===== src/rtl/uart_mem_bridge_pkg.sv =====
// Shared definitions for the serial-to-memory bridge: frame command and
// response codes, the controller state encoding and a byte-select helper
// used when returning read data over the serial link.
package uart_mem_bridge_pkg;

    localparam logic [7:0] CMD_WRITE = 8'h57;
    localparam logic [7:0] CMD_READ  = 8'h52;
    localparam logic [7:0] RSP_ACK   = 8'h06;
    localparam logic [7:0] RSP_NAK   = 8'h15;

    typedef enum logic [2:0] {
        IDLE = 3'd0,
        ADDR = 3'd1,
        DATA = 3'd2,
        MEM  = 3'd3,
        RESP = 3'd4
    } state_t;

    // Little-endian byte lane select of a 32-bit word.
    function automatic logic [7:0] word_byte(input logic [31:0] word, input logic [1:0] idx);
        logic [7:0] b;
        case (idx)
            2'd0:    b = word[7:0];
            2'd1:    b = word[15:8];
            2'd2:    b = word[23:16];
            2'd3:    b = word[31:24];
            default: b = word[7:0];
        endcase
        return b;
    endfunction

endpackage


===== src/rtl/uart_mem_bridge.sv =====
// uart_mem_bridge: host debug/loader bus initiator.
// Parses 'W' (addr + data) and 'R' (addr) frames from a byte receiver, runs one
// word access on a valid/ready memory bus and answers over a byte transmitter
// (ACK for writes, four little-endian data bytes for reads, NAK for unknown
// commands or a bus timeout).
// Ports:
//   clk, rst_n                 clock, asynchronous active-low reset
//   rx_dout, rx_full, rx_re    receive byte, byte present, consume pulse
//   tx_din, tx_empty, tx_we    transmit byte, transmitter free, load pulse
//   mem_valid, mem_ready       bus request / completion
//   mem_addr, mem_wdata        word address (bits 1:0 zero), write data
//   mem_wstrb, mem_rdata       byte strobes (F write, 0 read), read data
//   cpu_halt                   high while a command is in flight
module uart_mem_bridge
    import uart_mem_bridge_pkg::*;
#(
    parameter int MEM_TIMEOUT   = 1024,
    parameter int FRAME_TIMEOUT = 52080
) (
    input  logic        clk,
    input  logic        rst_n,
    input  logic [7:0]  rx_dout,
    input  logic        rx_full,
    output logic        rx_re,
    output logic [7:0]  tx_din,
    input  logic        tx_empty,
    output logic        tx_we,
    output logic        mem_valid,
    input  logic        mem_ready,
    output logic [31:0] mem_addr,
    output logic [31:0] mem_wdata,
    output logic [3:0]  mem_wstrb,
    input  logic [31:0] mem_rdata,
    output logic        cpu_halt
);

    localparam logic [15:0] MEM_LAST   = 16'(MEM_TIMEOUT - 1);
    localparam logic [15:0] FRAME_LAST = 16'(FRAME_TIMEOUT - 1);

    state_t      state_r;
    state_t      state_n_s;
    logic        rx_re_r;
    logic        tx_we_r;
    logic [7:0]  tx_din_r;
    logic        mem_valid_r;
    logic [3:0]  wstrb_r;
    logic        cpu_halt_r;
    logic [31:0] addr_r;
    logic [31:0] data_r;
    logic [31:0] rdata_r;
    logic [1:0]  cnt_r;
    logic [15:0] to_cnt_r;
    logic        is_write_r;
    logic        nak_r;

    logic        rx_take_s;
    logic        tx_take_s;
    logic        cmd_known_s;
    logic        frame_to_s;
    logic        mem_done_s;
    logic        mem_to_s;
    logic        resp_single_s;
    logic        last_tx_s;
    logic [7:0]  resp_byte_s;

    // The registered rx_re/tx_we double as the one-cycle guard: a byte is never
    // taken in the cycle its consume/load pulse is still visible.
    assign rx_take_s     = rx_full && !rx_re_r &&
                           ((state_r == IDLE) || (state_r == ADDR) || (state_r == DATA));
    assign tx_take_s     = (state_r == RESP) && tx_empty && !tx_we_r;
    assign cmd_known_s   = (rx_dout == CMD_WRITE) || (rx_dout == CMD_READ);
    assign frame_to_s    = ((state_r == ADDR) || (state_r == DATA)) && !rx_take_s &&
                           (to_cnt_r == FRAME_LAST);
    assign mem_done_s    = (state_r == MEM) && mem_valid_r && mem_ready;
    assign mem_to_s      = (state_r == MEM) && mem_valid_r && !mem_ready &&
                           (to_cnt_r == MEM_LAST);
    assign resp_single_s = nak_r || is_write_r;
    assign last_tx_s     = tx_take_s && (resp_single_s || (cnt_r == 2'd3));
    assign resp_byte_s   = nak_r      ? RSP_NAK :
                           is_write_r ? RSP_ACK : word_byte(rdata_r, cnt_r);

    // Controller state register.
    always_ff @(posedge clk or negedge rst_n) begin
        if (!rst_n) begin
            state_r <= IDLE;
        end else begin
            state_r <= state_n_s;
        end
    end

    // Next-state decode: command byte, 4 address bytes, 4 data bytes (write only),
    // bus access, response.
    always_comb begin
        state_n_s = state_r;
        case (state_r)
            IDLE: begin
                if (rx_take_s) begin
                    if (cmd_known_s) begin
                        state_n_s = ADDR;
                    end else begin
                        state_n_s = RESP;
                    end
                end else begin
                    state_n_s = IDLE;
                end
            end
            ADDR: begin
                if (rx_take_s && (cnt_r == 2'd3)) begin
                    state_n_s = is_write_r ? DATA : MEM;
                end else if (frame_to_s) begin
                    state_n_s = IDLE;
                end else begin
                    state_n_s = ADDR;
                end
            end
            DATA: begin
                if (rx_take_s && (cnt_r == 2'd3)) begin
                    state_n_s = MEM;
                end else if (frame_to_s) begin
                    state_n_s = IDLE;
                end else begin
                    state_n_s = DATA;
                end
            end
            MEM: begin
                if (mem_done_s || mem_to_s) begin
                    state_n_s = RESP;
                end else begin
                    state_n_s = MEM;
                end
            end
            RESP: begin
                if (last_tx_s) begin
                    state_n_s = IDLE;
                end else begin
                    state_n_s = RESP;
                end
            end
            default: state_n_s = IDLE;
        endcase
    end

    // Byte handshake pulses, frame capture shift registers and the byte counter.
    always_ff @(posedge clk or negedge rst_n) begin
        if (!rst_n) begin
            rx_re_r    <= 1'b0;
            tx_we_r    <= 1'b0;
            tx_din_r   <= 8'h00;
            addr_r     <= 32'h0000_0000;
            data_r     <= 32'h0000_0000;
            cnt_r      <= 2'd0;
            is_write_r <= 1'b0;
        end else begin
            rx_re_r <= rx_take_s;
            tx_we_r <= tx_take_s;
            if (rx_take_s) begin
                if (state_r == IDLE) begin
                    is_write_r <= (rx_dout == CMD_WRITE);
                    cnt_r      <= 2'd0;
                end else if (state_r == ADDR) begin
                    // First address byte loses its low two bits so the bus address is word aligned.
                    addr_r <= {((cnt_r == 2'd0) ? (rx_dout & 8'hFC) : rx_dout), addr_r[31:8]};
                    cnt_r  <= cnt_r + 2'd1;
                end else begin
                    data_r <= {rx_dout, data_r[31:8]};
                    cnt_r  <= cnt_r + 2'd1;
                end
            end else if (tx_take_s) begin
                tx_din_r <= resp_byte_s;
                cnt_r    <= cnt_r + 2'd1;
            end else if (frame_to_s) begin
                cnt_r <= 2'd0;
            end else begin
                cnt_r <= cnt_r;
            end
        end
    end

    // Response selector: NAK for an unknown command or a bus timeout.
    always_ff @(posedge clk or negedge rst_n) begin
        if (!rst_n) begin
            nak_r <= 1'b0;
        end else if (rx_take_s && (state_r == IDLE)) begin
            nak_r <= !cmd_known_s;
        end else if (mem_to_s) begin
            nak_r <= 1'b1;
        end else begin
            nak_r <= nak_r;
        end
    end

    // Bus request: raised on entry to MEM, dropped on completion or timeout.
    always_ff @(posedge clk or negedge rst_n) begin
        if (!rst_n) begin
            mem_valid_r <= 1'b0;
            wstrb_r     <= 4'h0;
            rdata_r     <= 32'h0000_0000;
        end else if ((state_r != MEM) && (state_n_s == MEM)) begin
            mem_valid_r <= 1'b1;
            wstrb_r     <= is_write_r ? 4'hF : 4'h0;
        end else if (mem_done_s) begin
            mem_valid_r <= 1'b0;
            wstrb_r     <= 4'h0;
            rdata_r     <= mem_rdata;
        end else if (mem_to_s) begin
            mem_valid_r <= 1'b0;
            wstrb_r     <= 4'h0;
        end else begin
            mem_valid_r <= mem_valid_r;
        end
    end

    // Shared timeout counter: inter-byte gap in ADDR/DATA, wait for ready in MEM.
    always_ff @(posedge clk or negedge rst_n) begin
        if (!rst_n) begin
            to_cnt_r <= 16'd0;
        end else if ((state_n_s != state_r) || rx_take_s) begin
            to_cnt_r <= 16'd0;
        end else if ((state_r == ADDR) || (state_r == DATA) || ((state_r == MEM) && mem_valid_r)) begin
            to_cnt_r <= to_cnt_r + 16'd1;
        end else begin
            to_cnt_r <= 16'd0;
        end
    end

    // Halt request: set the cycle after the command byte's consume pulse, cleared
    // the cycle after the final response byte's load pulse or on a frame abort.
    always_ff @(posedge clk or negedge rst_n) begin
        if (!rst_n) begin
            cpu_halt_r <= 1'b0;
        end else if (frame_to_s) begin
            cpu_halt_r <= 1'b0;
        end else if (tx_we_r && (state_r == IDLE)) begin
            cpu_halt_r <= 1'b0;
        end else if (rx_re_r && (state_r != IDLE)) begin
            cpu_halt_r <= 1'b1;
        end else begin
            cpu_halt_r <= cpu_halt_r;
        end
    end

    assign rx_re     = rx_re_r;
    assign tx_we     = tx_we_r;
    assign tx_din    = tx_din_r;
    assign mem_valid = mem_valid_r;
    assign mem_addr  = addr_r;
    assign mem_wdata = data_r;
    assign mem_wstrb = wstrb_r;
    assign cpu_halt  = cpu_halt_r;

endmodule

===== config.mk =====
export PLATFORM = sky130hd
export DESIGN_NAME = uart_mem_bridge
export DESIGN_NICKNAME = d
export VERILOG_FILES = /design/src/rtl/uart_mem_bridge_pkg.sv /design/src/rtl/uart_mem_bridge.sv
export SDC_FILE = /design/constraint.sdc
export NUM_CORES = 1
export LEC_CHECK = 0
export CORE_UTILIZATION = 41
export DETAILED_ROUTE_END_ITERATION = 10
export PLACE_DENSITY = 0.65
export SLEW_MARGIN = 10
export SYNTH_ARGS = -nofsm -noshare
export SYNTH_HDL_FRONTEND = slang
export SYNTH_SLANG_ARGS = --single-unit

===== constraint.sdc =====
create_clock -name clk -period 2.8 [get_ports clk]
set_clock_uncertainty 0.05 [all_clocks]
set_input_delay 0.7 -clock clk [delete_from_list [all_inputs] [get_ports clk]]
set_output_delay 0.7 -clock clk [all_outputs]
set_load 0.01 [all_outputs]

==> results.txt <==
most common cell after layout, fill and taps aside: dfrtp_1
P per Cell Area: 804 nW/µm²
EDFF count, synth: 0
setup repair bufs after CTS: 0
Post-Synthesis Cells: 507
fin nets: 691
port bufs: 124
Max Fanout on Critical Path: 16
TritonCTS buffer count: 17
WP buf/inv: 1
setup ws final: 413 ps
Setup crit end kind: flop
Slew @ Worst Pin: 558 ps
post-synthesis sequential area ratio: 57.9%
ant diodes: 0
drt drc: 0
I/O Pins: 125
post-route ant nets: 0
row cnt: 42
gr ovfl total: 0
family with the most delay on the worst path: simple AND/OR/NAND/NOR gates
CTS tree: built
Post-Syn Area: 5710 µm²
worst slack, placed: 31.7 ps
fraction of registers with async set/reset: 100%
Post-Synth Adder-Cell Area: 1.10%
min-delay worst type: in2async
clk slew on worst S/H paths: 50 ps
Period minus WS final: 2390 ps
largest family of logic cells by synthesized area: simple AND/OR/NAND/NOR gates
area occupied by multi-input gates: 2200 µm²
Synth Register Bits: 132
CTS max path bufs: 2
Post-synth top flop: dfrtp_1
number of DRC markers in iteration 0: 367
Skew-Pair Late Insertion Delay: 420 ps
crit-path cells: clkdlybuf4s50_1 -> and4bb_2 -> nand3_1 -> a32oi_1 -> o2111ai_4 -> nor3_1
Mean Syn Cell Area: 11.3 µm²
max incr delay on CP: 450 ps
post-synthesis xor/xnor area fraction: 2.30%
Fill cells: 1,123
CP max stage cell: clkdlybuf4s50_1
Die X: 120 µm
Slew HR: 62.8%
dominant cell type by area after synthesis: dfrtp_1
share of cells above drive strength 1: 19.1%
Total Wirelength: 12,600 µm
final setup vio count: 0
Final Util: 58.6%
register area: 3300 µm²
H-tree depth: 4
All-Layer GR Usage: 19.1%
Initial Util: 42.6%
total of warnings raised by yosys: 0
post-synthesis cell type count: 49
via count: 4,255
global-route wire length before repair: 21,300 µm
Synth top area share: 57.9%
die area: 14,400 µm²
Final GP Congestion: 0.864
setup TNS: 0 ps
vias in the first global route: 4,348
crit path DAT: 2660 ps
area of the core: 13,400 µm²
max cap viols: 0
Vias/cell: 5.13
final period utilization: 85.2%
Die H: 120 µm
Fmax: 419 MHz
most frequent cells in the layout: dfrtp_1 (132), nand2_1 (125), clkdlybuf4s50_1 (123)
Post-Synth Simple-Gate Area: 16.4%
drt pass-1 iters: 4
Crit Path Category: in2reg
status: finished, final reports clean
initial antenna violation count: 0
hpwl dp: 8970 µm
RSZ-0062 raised after global routing: no
syn_nets: 557
root buf cell: clkbuf_16
Slew Viols, Final: 0
post-synthesis compound-gate area fraction: 6.55%
Worst EP required: 3070 ps
hold buffer count at CTS: 0
post-synthesis mux area share: 12.2%
largest net degree at the start of global routing: 47
Synth area leaders: dfrtp_1 (58%), mux2_2 (12%), nand2_1 (8.2%)
final hold vios: 0
Routed WL per cell: 15.2 µm
# clock sinks: 132
total power: 6.32 mW
Pleak: 3.59 nW
Post-CTS Resized: 0
Layout area overhead: 37.5%
startpoint types: primary input
worst vdd ir: 0.000387 V
==> through the flow <==
stage / cells / cell area, µm² / hold slack, ps
floorplan: 507 / 5710 / 354
global placement: 798 / 7210 / 411
detailed placement: 798 / 7210 / 412
CTS: 830 / 7850 / 230
global route: 830 / 7850 / 257
finish: 830 / 7850 / 231
==> state kept, by name, summed over array words and instances (netlist names) <==
name        flops
mem_valid       1
cnt_r           2
rdata_r        32
rx_re           1
mem_wdata      32
tx_we           1
state_r         3
mem_wstrb       1
cpu_halt        1
nak_r           1
mem_addr       32
tx_din          8
is_write_r      1
to_cnt_r       16
==> routing by layer <==
layer / share of wire (%) / up-vias / global-route usage, %
met5: 0 / - / 0
li1: - / 2008 / -
met1: 43 / 2099 / 24.7
met2: 48 / 130 / 29.6
met4: 1.6 / 0 / 7.42
met3: 7.0 / 18 / 6.08
==> synth_stat cells (2+ instances only) <==
| cell | count |
|---|---|
| o32ai_1 | 2 |
| a22o_1 | 4 |
| a222oi_1 | 8 |
| nand2_1 | 125 |
| buf_6 | 6 |
| ha_1 | 5 |
| buf_2 | 6 |
| o31ai_1 | 3 |
| nor2_1 | 20 |
| nand2b_1 | 7 |
| xnor2_1 | 13 |
| a21oi_1 | 7 |
| clkbuf_1 | 13 |
| buf_4 | 3 |
| nor3_1 | 12 |
| or3b_2 | 2 |
| nand4_1 | 3 |
| nor2b_1 | 3 |
| xor2_1 | 2 |
| or2_2 | 2 |
| mux2_2 | 61 |
| dfrtp_1 | 132 |
| inv_1 | 9 |
| nand3_1 | 14 |
| nor3_2 | 4 |
| o21ai_0 | 18 |
==> power breakdown <==
part | switching (mW) | total, mW | leakage [nW] | internal, mW
Sequential | 0.278 | 2.49 | 1.78 | 2.22
Clock | 0.778 | 2.40 | 0.316 | 1.62
Combinational | 0.633 | 1.42 | 1.49 | 0.786
==> final timing paths <==
kind | depth (start not counted) | slack [ps] | startpoint | end
max | 6 | 410 | rx_dout[5] | to_cnt_r[8]
min | 1 | 230 | rst_n | rdata_r[18]
max reg2reg | 5 | 650 | state_r[2] | to_cnt_r[8]
min reg2reg | 2 | 420 | mem_wdata[4] | mem_wdata[4]
max in group asynchronous | 2 | 1820 | rst_n | to_cnt_r[3]
min in group clk | 2 | 420 | mem_wdata[4] | mem_wdata[4]
==> cell families after synthesis <==
family / count (synthesis)
adders and majority gates: 5
DFF: 132
muxes: 62
buffers and inverters: 38
and+or+nand+nor: 204
xor gates and xnor gates: 15
AOI/OAI and AO/OA: 51
==> worst register-to-register path, delay by kind of cell (launching register included) <==
family          cells  cell delay, ps
flops               1             570
compound gates      2             590
simple gates        3             840
==> layout make-up <==
cell class | instances | share of cell area [%]
well taps | 176 | 2.80
clock inverters | 9 | 2.21
clock buffers | 23 | 5.96
flip-flops and latches | 132 | 42.1
multi-input cells | 337 | 28.0
repair buffers | 144 | 18.5
inverters | 9 | 0.430
(Power assumes the default switching activity.)
